### config.mk
export PLATFORM = sky130hd
export DESIGN_NAME = rfile_sequencer
export DESIGN_NICKNAME = d
export VERILOG_FILES = /design/src/rtl/rfile_sequencer.sv
export SDC_FILE = /design/constraint.sdc
export NUM_CORES = 1
export LEC_CHECK = 0
export CORE_MARGIN = 2
export CORE_UTILIZATION = 53
export CTS_CLUSTER_DIAMETER = 150
export CTS_CLUSTER_SIZE = 28
export DETAILED_ROUTE_END_ITERATION = 16
export GPL_TIMING_DRIVEN = 1
export PLACE_DENSITY = 0.78
export SETUP_SLACK_MARGIN = 0.1
export SLEW_MARGIN = 20
export SYNTH_ARGS = -nofsm -noshare
export SYNTH_HDL_FRONTEND = slang
export SYNTH_SLANG_ARGS = --single-unit
### constraint.sdc
create_clock -name clk -period 3 [get_ports clk]
set_clock_uncertainty 0.05 [all_clocks]
set_input_delay 0.45 -clock clk [delete_from_list [all_inputs] [get_ports clk]]
set_output_delay 0.45 -clock clk [all_outputs]
set_load 0.005 [all_outputs]
### src/rtl/rfile_sequencer.sv
// rtl/rfile_sequencer.sv - four-state read/execute/write-back micro-sequencer driving a register file
// Optional flags register block: define RFSEQ_FLAGS_EN to build flag_z/flag_c.
module rfile_sequencer #(
   parameter int BW   = 8,
   parameter int NREG = 9
) (
   input  logic          clk,
   input  logic          rst,
   input  logic [15:0]   instr,
   input  logic          instr_valid,
   output logic          instr_ready,
   output logic [3:0]    AA,
   output logic [3:0]    BA,
   input  logic [BW-1:0] Adata,
   input  logic [BW-1:0] Bdata,
   output logic [3:0]    DA,
   output logic [BW-1:0] din,
   output logic          RW,
   output logic          done,
   output logic          err,
   output logic          flag_z,
   output logic          flag_c
);

   localparam logic [1:0] S_IDLE = 2'd0;
   localparam logic [1:0] S_READ = 2'd1;
   localparam logic [1:0] S_EXEC = 2'd2;
   localparam logic [1:0] S_WB   = 2'd3;

   localparam logic [3:0] OP_NOP = 4'h0;
   localparam logic [3:0] OP_MOV = 4'h1;
   localparam logic [3:0] OP_ADD = 4'h2;
   localparam logic [3:0] OP_SUB = 4'h3;
   localparam logic [3:0] OP_AND = 4'h4;
   localparam logic [3:0] OP_OR  = 4'h5;
   localparam logic [3:0] OP_XOR = 4'h6;
   localparam logic [3:0] OP_NOT = 4'h7;
   localparam logic [3:0] OP_SHL = 4'h8;
   localparam logic [3:0] OP_SHR = 4'h9;
   localparam logic [3:0] OP_LDI = 4'hA;

   localparam logic [4:0] NREG_L = 5'(NREG);

   logic [1:0]    state;
   logic [15:0]   ir;
   logic [BW-1:0] op_a;
   logic [BW-1:0] op_b;

   logic [3:0]    opc;
   logic [3:0]    dst;
   logic [3:0]    src_a;
   logic [3:0]    src_b;
   logic          legal_op;
   logic          uses_a;
   logic          uses_b;
   logic          uses_dst;
   logic          bad_addr;
   logic          illegal;
   logic          writes;
   logic [BW-1:0] imm_ext;
   logic [BW-1:0] result;

   assign opc   = ir[15:12];
   assign dst   = ir[11:8];
   assign src_a = ir[7:4];
   assign src_b = ir[3:0];

   assign instr_ready = (state == S_IDLE);

   // Only the address fields an opcode actually consumes are range-checked.
   always_comb begin
      legal_op = (opc <= OP_LDI);
      uses_dst = 1'b0;
      uses_a   = 1'b0;
      uses_b   = 1'b0;
      case (opc)
         OP_MOV, OP_NOT, OP_SHL, OP_SHR: begin
            uses_dst = 1'b1;
            uses_a   = 1'b1;
         end
         OP_ADD, OP_SUB, OP_AND, OP_OR, OP_XOR: begin
            uses_dst = 1'b1;
            uses_a   = 1'b1;
            uses_b   = 1'b1;
         end
         OP_LDI: uses_dst = 1'b1;
         default: ;
      endcase
      bad_addr = (uses_dst && ({1'b0, dst}   >= NREG_L)) ||
                 (uses_a   && ({1'b0, src_a} >= NREG_L)) ||
                 (uses_b   && ({1'b0, src_b} >= NREG_L));
      illegal  = !legal_op || bad_addr;
      writes   = !illegal && (opc != OP_NOP);
   end

   always_comb begin
      imm_ext      = '0;
      imm_ext[7:0] = ir[7:0];
   end

   always_comb begin
      result = '0;
      case (opc)
         OP_MOV: result = op_a;
         OP_ADD: result = op_a + op_b;
         OP_SUB: result = op_a - op_b;
         OP_AND: result = op_a & op_b;
         OP_OR:  result = op_a | op_b;
         OP_XOR: result = op_a ^ op_b;
         OP_NOT: result = ~op_a;
         OP_SHL: result = {op_a[BW-2:0], 1'b0};
         OP_SHR: result = {1'b0, op_a[BW-1:1]};
         OP_LDI: result = imm_ext;
         default: result = '0;
      endcase
   end

   always_ff @(posedge clk) begin
      if (rst) begin
         state <= S_IDLE;
         ir    <= '0;
         op_a  <= '0;
         op_b  <= '0;
         AA    <= '0;
         BA    <= '0;
         DA    <= '0;
         din   <= '0;
         RW    <= 1'b0;
         done  <= 1'b0;
         err   <= 1'b0;
      end else begin
         case (state)
            S_IDLE: begin
               RW   <= 1'b0;
               done <= 1'b0;
               err  <= 1'b0;
               if (instr_valid) begin
                  ir    <= instr;
                  AA    <= instr[7:4];
                  BA    <= instr[3:0];
                  state <= S_READ;
               end
            end
            S_READ: begin
               op_a  <= Adata;
               op_b  <= Bdata;
               state <= S_EXEC;
            end
            S_EXEC: begin
               // Write-back strobes are registered here so they are live for the whole WB cycle.
               DA    <= dst;
               din   <= result;
               RW    <= writes;
               done  <= 1'b1;
               err   <= illegal;
               state <= S_WB;
            end
            default: begin
               RW    <= 1'b0;
               done  <= 1'b0;
               err   <= 1'b0;
               state <= S_IDLE;
            end
         endcase
      end
   end

`ifdef RFSEQ_FLAGS_EN
   logic [BW:0] add_wide;
   logic        carry;

   assign add_wide = {1'b0, op_a} + {1'b0, op_b};

   always_comb begin
      carry = 1'b0;
      case (opc)
         OP_ADD: carry = add_wide[BW];
         OP_SUB: carry = (op_a < op_b);
         OP_SHL: carry = op_a[BW-1];
         OP_SHR: carry = op_a[0];
         default: carry = 1'b0;
      endcase
   end

   always_ff @(posedge clk) begin
      if (rst) begin
         flag_z <= 1'b0;
         flag_c <= 1'b0;
      end else if (state == S_EXEC && writes) begin
         flag_z <= (result == '0);
         flag_c <= carry;
      end
   end
`else
   assign flag_z = 1'b0;
   assign flag_c = 1'b0;
`endif

endmodule

==> impl_summary.md, run 1 <==
Status
The flow ran to the end, and the final reports show no timing, DRC or antenna violations.

Synthesis
The Yosys step of the flow raised 0 warnings. The number of enable-type register cells in the synthesized netlist is 0. The number of library cell types mapped by synthesis is 63. A synthesized cell averages 8.11 µm². The post-synthesis instance total is 408. The most used flip-flop cell after synthesis is dfxtp_1. Sequential cells were found to cover 29.7% of the synthesized design area. The count of state elements after synthesis is 49. The fraction of synthesis flops using an asynchronous set or reset pin is 0%. Summing every instance area after synthesis gives 3310 µm².

Die
Once the floorplan was initialized, standard cells occupied 55.2% of the core. The placeable core region is 5990 µm². 61 I/O pins were placed.

The floorplan step set the die width to 83.0 µm. The die covers 6890 µm². The die span in y is 83.0 µm. The number of placement rows is 28.

Cells and area
After filler insertion, the fill cell instance count of the layout stands at 506. The post-route netlist has 4.70% of its cells at a drive strength greater than 1. The relative area change from synthesis to final layout is 19.0%. The area of the multi-input gates is 2050 µm². The non-filler instance count after layout is 522. The post-route standard cell area excluding fillers is 3940 µm². The antenna diode count is 0. For this run, the post-layout net count is 509. Across the whole layout, storage elements account for 981 µm².

Timing
The actual transition at the worst max-transition pin is 0.629 ns. The number of endpoints with negative hold slack in the final report came to 0. The final period demand of the worst path is 2.77 ns. The final number of setup-violating endpoints is 0. Measured against its own limit, the worst slew margin works out to 57.7%. Setup repair after global routing left no endpoint under its margin.

The final total negative setup slack is 0 ns. The fmax is 0.361 GHz. The max-slew violation total from the final report was 0. The final critical-path share of the clock period is 92.4%.

Drt
The final layout contains routed wiring with a total length of 9.07 mm. In the routed design, unresolved DRC markers number 0. The via count normalized by instance count is 5.99.

After the first detailed-routing iteration, the DRC count stood at 475. The number of routed nets with antenna violations is 0. The first TritonRoute pass finished after 5 iterations.

The average wire per standard cell is 17.4 µm. For this block, the via count after detailed routing is 3127.

Setup path
The kind of launch point of the worst setup path is a flip-flop. The kind of critical path is reg2reg. The worst setup path is captured at a flip-flop. The data required time of the critical path is 3.21 ns. The maximum fanout encountered on the critical timing path is 10. Data arrives at the worst endpoint at 2.98 ns.

Place
In this run the tool buffered the top-level ports with 58 buffer cells. The wire-length estimate of the detail-placed layout is 6.69 mm. The placed instances occupy a cell area of 3840 µm². Counting tap cells, the placed design contains a total of 514 instances.

The final RePlAce weighted congestion is 0.961.

Global route
The leftover overflow at the end of global routing is 0. The via count of the first global-routing pass is 2969. The overall routing resource usage is 26.1%. Entering global routing, the biggest net connects 42 pins.

The number of antenna violations at the first check in global routing is 0. The first global-routing pass estimated 14.7 mm of wire.

CTS
Buffers added to address setup during post-CTS repair amount to 0. CTS placed an instance of clkbuf_8 at the clock tree root. The maximum level of the CTS H-tree is 2.

The number of buffers inserted during clock tree synthesis is 5. The buffer depth of the longest clock path is 2. The clock drives 49 sinks. The post-CTS clock slew at the launch and capture registers of the worst setup and hold paths is 0.11 ns. In this run, post-CTS hold repair placed 0 buffers.

TritonCTS built the clock tree. The worst-skew pair later-pin latency is 0.31 ns. Post-CTS repair changed the size of 0 cells.

Min path
The worst hold path belongs to the class reg2reg.

Power and ir drop
Summed over all cells, the static leakage comes to 1.47 nW. The peak supply drop is 478 µV. For this design the ratio of total power to cell area is 795 nW/µm².

Job
The max-cap check violation count is 0.
==> cells in the final DEF, fill, tap and decap left out, types with 9 or more instances in the layout <==
cell	count
clkdlybuf4s50_1	58
nand2_1	50
dfxtp_1	49
nor2_1	40
mux2i_1	32
a21oi_1	27
ha_1	26
inv_1	25
o21ai_0	17
xnor2_1	9
==> layer usage <==
| metal | GRT usage [%] | vias up | wire, µm |
|---|---|---|---|
| met2 | 41.3 | 165 | 4120 |
| met4 | 6.56 | 0 | 161 |
| li1 | - | 1492 | - |
| met5 | 0 | - | 0 |
| met1 | 36.7 | 1452 | 4060 |
| met3 | 4.77 | 18 | 731 |
==> cell families after synthesis <==
logic type	after synthesis	share of synthesized area [%]
AND/OR/NAND/NOR	135	19.3
AO/OA/AOI/OAI	92	18.5
buffers and inverters	60	8.62
flip-flops	49	29.7
multiplexers	33	10.4
adder cells (fa/ha/maj)	28	10.8
XOR/XNOR	10	2.65
other	1	0.113
==> sequential cells by signal (all words and copies together) (netlist names) <==
register and flops:
AA 3, din 8, BA 3, state 2, RW 1, err 1, op_a 8, ir 10
done 1, op_b 8, DA 4
==> report_power, final <==
| group | switching [mW] | internal (mW) |
|---|---|---|
| Clock | 0.255 | 0.166 |
| Sequential | 0.175 | 0.770 |
| Combinational | 0.973 | 0.789 |
==> worst max-delay path, stage by stage, from the launching register on <==
cell and delay [ns]:
dfxtp_1 0.56, and4bb_2 0.31, nor2_1 0.15, xnor2_1 0.16, ha_1 0.32, o21ai_0 0.19, a21oi_1 0.08, o21a_1 0.19
or4b_2 0.61, nand3b_1 0.10
==> synthesized netlist by cell type, types with 2 or more instances <==
library cell | number | area [µm²]
o32ai_1 | 3 | 26.3
a22oi_1 | 3 | 22.5
a211oi_1 | 3 | 22.5
a32o_1 | 2 | 20.0
a221oi_1 | 2 | 17.5
nor3b_1 | 2 | 15.0
and3b_1 | 2 | 17.5
inv_1 | 25 | 93.8
nand2_1 | 50 | 188
mux2i_1 | 32 | 320
nor2b_1 | 4 | 25.0
nand3b_1 | 4 | 30.0
a31oi_1 | 3 | 18.8
a21o_1 | 4 | 30.0
a2bb2oi_1 | 3 | 26.3
dfxtp_1 | 49 | 981
o31ai_1 | 2 | 15.0
o31a_1 | 2 | 17.5
buf_2 | 6 | 30.0
nand2b_1 | 8 | 50.1
nor2_1 | 40 | 150
a211o_1 | 2 | 17.5
or4_1 | 2 | 15.0
o22ai_1 | 5 | 31.3
ha_1 | 27 | 338
a21oi_1 | 27 | 135
or3_1 | 2 | 12.5
nand3_1 | 6 | 30.0
clkbuf_1 | 14 | 52.6
xnor2_1 | 9 | 78.8
nor3_1 | 6 | 30.0
o21ai_0 | 17 | 85.1
buf_4 | 12 | 90.1
==> worst paths after layout <==
path                            startpoint     end  slack (ns)  cells after the start
worst max-delay path                ir[14]  din[6]        0.23                      9
worst min-delay path                din[1]  din[1]        0.41                      2
worst max register to register      ir[14]  din[6]        0.23                      9
worst min register to register      din[1]  din[1]        0.41                      2
==> per-stage QoR <==
| step | setup slack [ns] | hold WS (ns) | util (%) | total power, mW |
|---|---|---|---|---|
| 2_1_floorplan | 0.549 | 0.399 | - | 2.20 |
| 3_3_place_gp | 0.417 | 0.388 | 64.2 | 2.65 |
| 3_5_place_dp | 0.307 | 0.401 | 64.2 | 2.68 |
| 4_1_cts | 0.269 | 0.425 | 65.7 | 3.11 |
| 5_1_grt | 0.149 | 0.458 | 65.7 | 3.34 |
| 6_report | 0.228 | 0.415 | 65.7 | 3.13 |
==> area by class of cell <==
| cell class | count | share of cell area [%] |
|---|---|---|
| clock buffer | 5 | 1.75 |
| tap | 75 | 2.38 |
| inverter | 26 | 2.48 |
| clock inverter | 3 | 0.540 |
| timing repair buffer | 64 | 15.9 |
| sequential | 49 | 24.9 |
| multi-input combinational | 300 | 52.0 |
Note: power is estimated with default switching activity, not from simulation.
==> inputs of run 2 (changes only) <==
CAP_MARGIN = 30   (was default)
PLACE_DENSITY = 0.8   (was 0.78)
==> run 2 against run 1 <==
- register-to-register slack better by 0.13 ns
- total power is 3.8% higher
- die area stayed put
- combinational power is 2% higher
- sequential power is 1% lower
- critical path depth stayed put
- utilization is 0.96 points higher
- clock power is 22% higher
==> impl_summary.md, run 2 (synthesized netlist as in run 1, its figures left out) <==
Setup path
The worst reg2reg path endpoint is din[6]. The number of cells on the critical path is 9. Data on the critical path is required at its endpoint by 3.21 ns. The number of buffers and inverters on the critical path is 0. Of all nets on the critical path, the largest fanout is 7. The worst reg2reg path depth is 9.

The signal on the critical path passes through and4bb_2, nor2_1, xnor2_1, ha_1, o21ai_0, a21oi_1, o21a_1, or4b_2, nand3b_1. The peak per-stage delay on the critical path is 0.60 ns. The gate family responsible for the most delay along the worst path is simple AND/OR/NAND/NOR gates. The reg2reg setup slack is 0.36 ns. Tracing the worst setup path back leads to its startpoint at ir[14]. The cell with the biggest individual delay on the critical path is or4b_2.

The kind of launch point of the worst setup path is a flip-flop. The startpoint identified for the worst register-to-register timing path is ir[14]. STA classifies the critical path endpoint as a flip-flop.

Data arrives at the worst endpoint at 2.85 ns. The critical path is of the reg2reg type.

CTS
The post-CTS clock slew at the launch and capture registers of the worst setup and hold paths is 0.10 ns. The H-tree was split into 2 levels. TritonCTS built the clock tree. The quantity of hold-fixing buffers added after cts is 0.

The quantity of gates resized following cts is 0. The cell at the root of the clock tree is clkbuf_8. The clock passes through at most 2 buffers.

The number of sinks on the clock net is 49. The total setup buffers inserted after CTS is 0. At the later pin of the worst-skew pair, clock insertion delay measures 0.31 ns. The number of buffers inserted during clock tree synthesis is 5.

Timing
The worst setup slack after layout is 0.362 ns. Based on the critical path, the design can be clocked at up to 0.379 GHz. The worst slew slack as a fraction of its limit is 60.2%.

Summed over all failing endpoints, the final setup total negative slack is 0 ns. Setup repair after global routing left no endpoint under its margin. The number of endpoints with negative hold slack in the final report was 0. The actual transition at the worst max-transition pin is 0.591 ns. The max-slew violation total from the final report is 0.

The final number of setup-violating endpoints is 0. The final period demand of the worst path is 2.64 ns. Dividing the final minimum period by the clock period gives 87.9%.

Drt
The routed design has 9.25 mm of wire. The DRC violation count after routing is 0. The first routing iteration left 315 violations. Using the TritonRoute via totals, the vias-per-cell ratio works out to 5.97. The number of routed nets with antenna violations is 0.

The via count of the routed design is 3136. After detailed routing, the average wire length per cell comes to 17.6 µm. The count of TritonRoute iterations in the first routing pass is 6.

Place
After legalization and detailed placement, the total HPWL measured 6.99 mm. The number of cells after detailed placement is 517. Port buffering added 58 buffers. The post-placement worst setup slack is 0.410 ns. At the end of routability-driven placement, the weighted congestion stood at 0.930.

Die
From bottom edge to top edge, the die measures 83.0 µm. The floorplan has 28 rows. The die covers 6890 µm². The placeable core region is 5990 µm².

The width of the die is 83.0 µm. Pin placement for this block handled 61 I/O pins. The effective utilization at floorplan is 55.2%.

Power and ir drop
The switching power total is 1.40 mW. Of the total power, registers draw 28.8%. The part of the total power dissipated in the clock network is 15.9%.

VDD sags by at most 563 µV. Cell internal power was estimated by the tool at 1.85 mW. Of the total power, the share spent switching nets is 43.1%. The power share of the combinational group is 55.4%. The ratio of total power to cell area is 813 nW/µm². The cell leakage power is 1.50 nW.

Global route
In the global route stage, overall resource usage came out at 27.2%. The first-pass GRT wire length is 15.2 mm. The number of antenna violations at the first check in global routing is 0. The maximum number of pins on one net before global-route repair is 29.

For this run the aggregate overflow at the end of global routing stands at 0. The via count of the first global-routing pass is 2939.

Job
Across the run, the number of max-cap violations was 0.

Cells and area
The number of antenna diodes in the final layout is 0. The non-filler instance count after layout is 525. The proportion of layout cells with a drive suffix above 1 is 5.11%.

The number of flip-flops in the largest register is 10. The final layout contains 512 nets. In the layout the commonest cells are clkdlybuf4s50_1 (58), nand2_1 (50), dfxtp_1 (49).

The library cell used most frequently in the layout, excluding fill and tap cells, is clkdlybuf4s50_1. The relative area change from synthesis to final layout is 20.7%. The share of the core filled with cells is 66.7%. Ranked by flip-flop count, first place goes to ir.

Min path
The worst hold path belongs to the class reg2reg. For hold timing, the worst endpoint is din[0]. In this run the most critical hold path is launched from din[0]. The cell depth of the worst hold path is 2.

Status
The flow ran to the end, and the final reports show no timing, DRC or antenna violations.
run 2: cell count changes in the layout (fill, tap and decap cells not counted), sizes merged:
cell | previous run | this run
clkinv | 1 | 0
inv | 27 | 26
buf | 6 | 9
bufinv | 0 | 1
clkbuf | 5 | 6
run 2: cell type report:
cell class	instances	area, µm²
multi-input combinational	300	2050
fill	517	2000
sequential	49	981
timing repair buffer	67	656
inverter	26	97.6
tap	75	93.8
clock buffer	6	82.6
clock inverter	2	37.5
run 2: worst max path at each step:
stage	end	slack, ns
global placement	din[6]	0.49
floorplan	din[6]	0.55
detailed placement	din[6]	0.41
finish	din[6]	0.36
CTS	din[6]	0.38
global route	din[6]	0.17
run 2: worst register-to-register path, cell delays in order, from the launching register on:
cell	delay [ns]
dfxtp_1	0.48
and4bb_2	0.30
nor2_1	0.13
xnor2_1	0.13
ha_1	0.31
o21ai_0	0.22
a21oi_1	0.09
o21a_1	0.18
or4b_2	0.60
nand3b_1	0.10
run 2: through the flow:
step | total power, mW | hold slack [ns] | instance area (µm²)
2_1_floorplan | 2.20 | 0.399 | 3310
3_3_place_gp | 2.66 | 0.390 | 3860
3_5_place_dp | 2.71 | 0.412 | 3870
4_1_cts | 3.22 | 0.433 | 3990
5_1_grt | 3.47 | 0.447 | 3990
6_report | 3.25 | 0.423 | 3990
run 2: routing by layer:
metal	wire (µm)	part of all wire [%]	vias up	global-route usage, %
li1	-	-	1500	-
met1	4150	45	1462	38.9
met2	4170	45	150	42.4
met3	700	7.6	24	4.47
met4	225	2.4	0	7.75
met5	0	0	-	0
run 2: power by group through the flow:
| stage | Sequential, mW | Combinational (mW) | Clock [mW] |
|---|---|---|---|
| after floorplan | 0.883 | 1.32 | 0 |
| after global placement | 0.937 | 1.73 | 0 |
| after detailed placement | 0.943 | 1.76 | 0 |
| after CTS | 0.928 | 1.77 | 0.524 |
| after global routing | 0.949 | 1.98 | 0.544 |
| final | 0.934 | 1.80 | 0.515 |
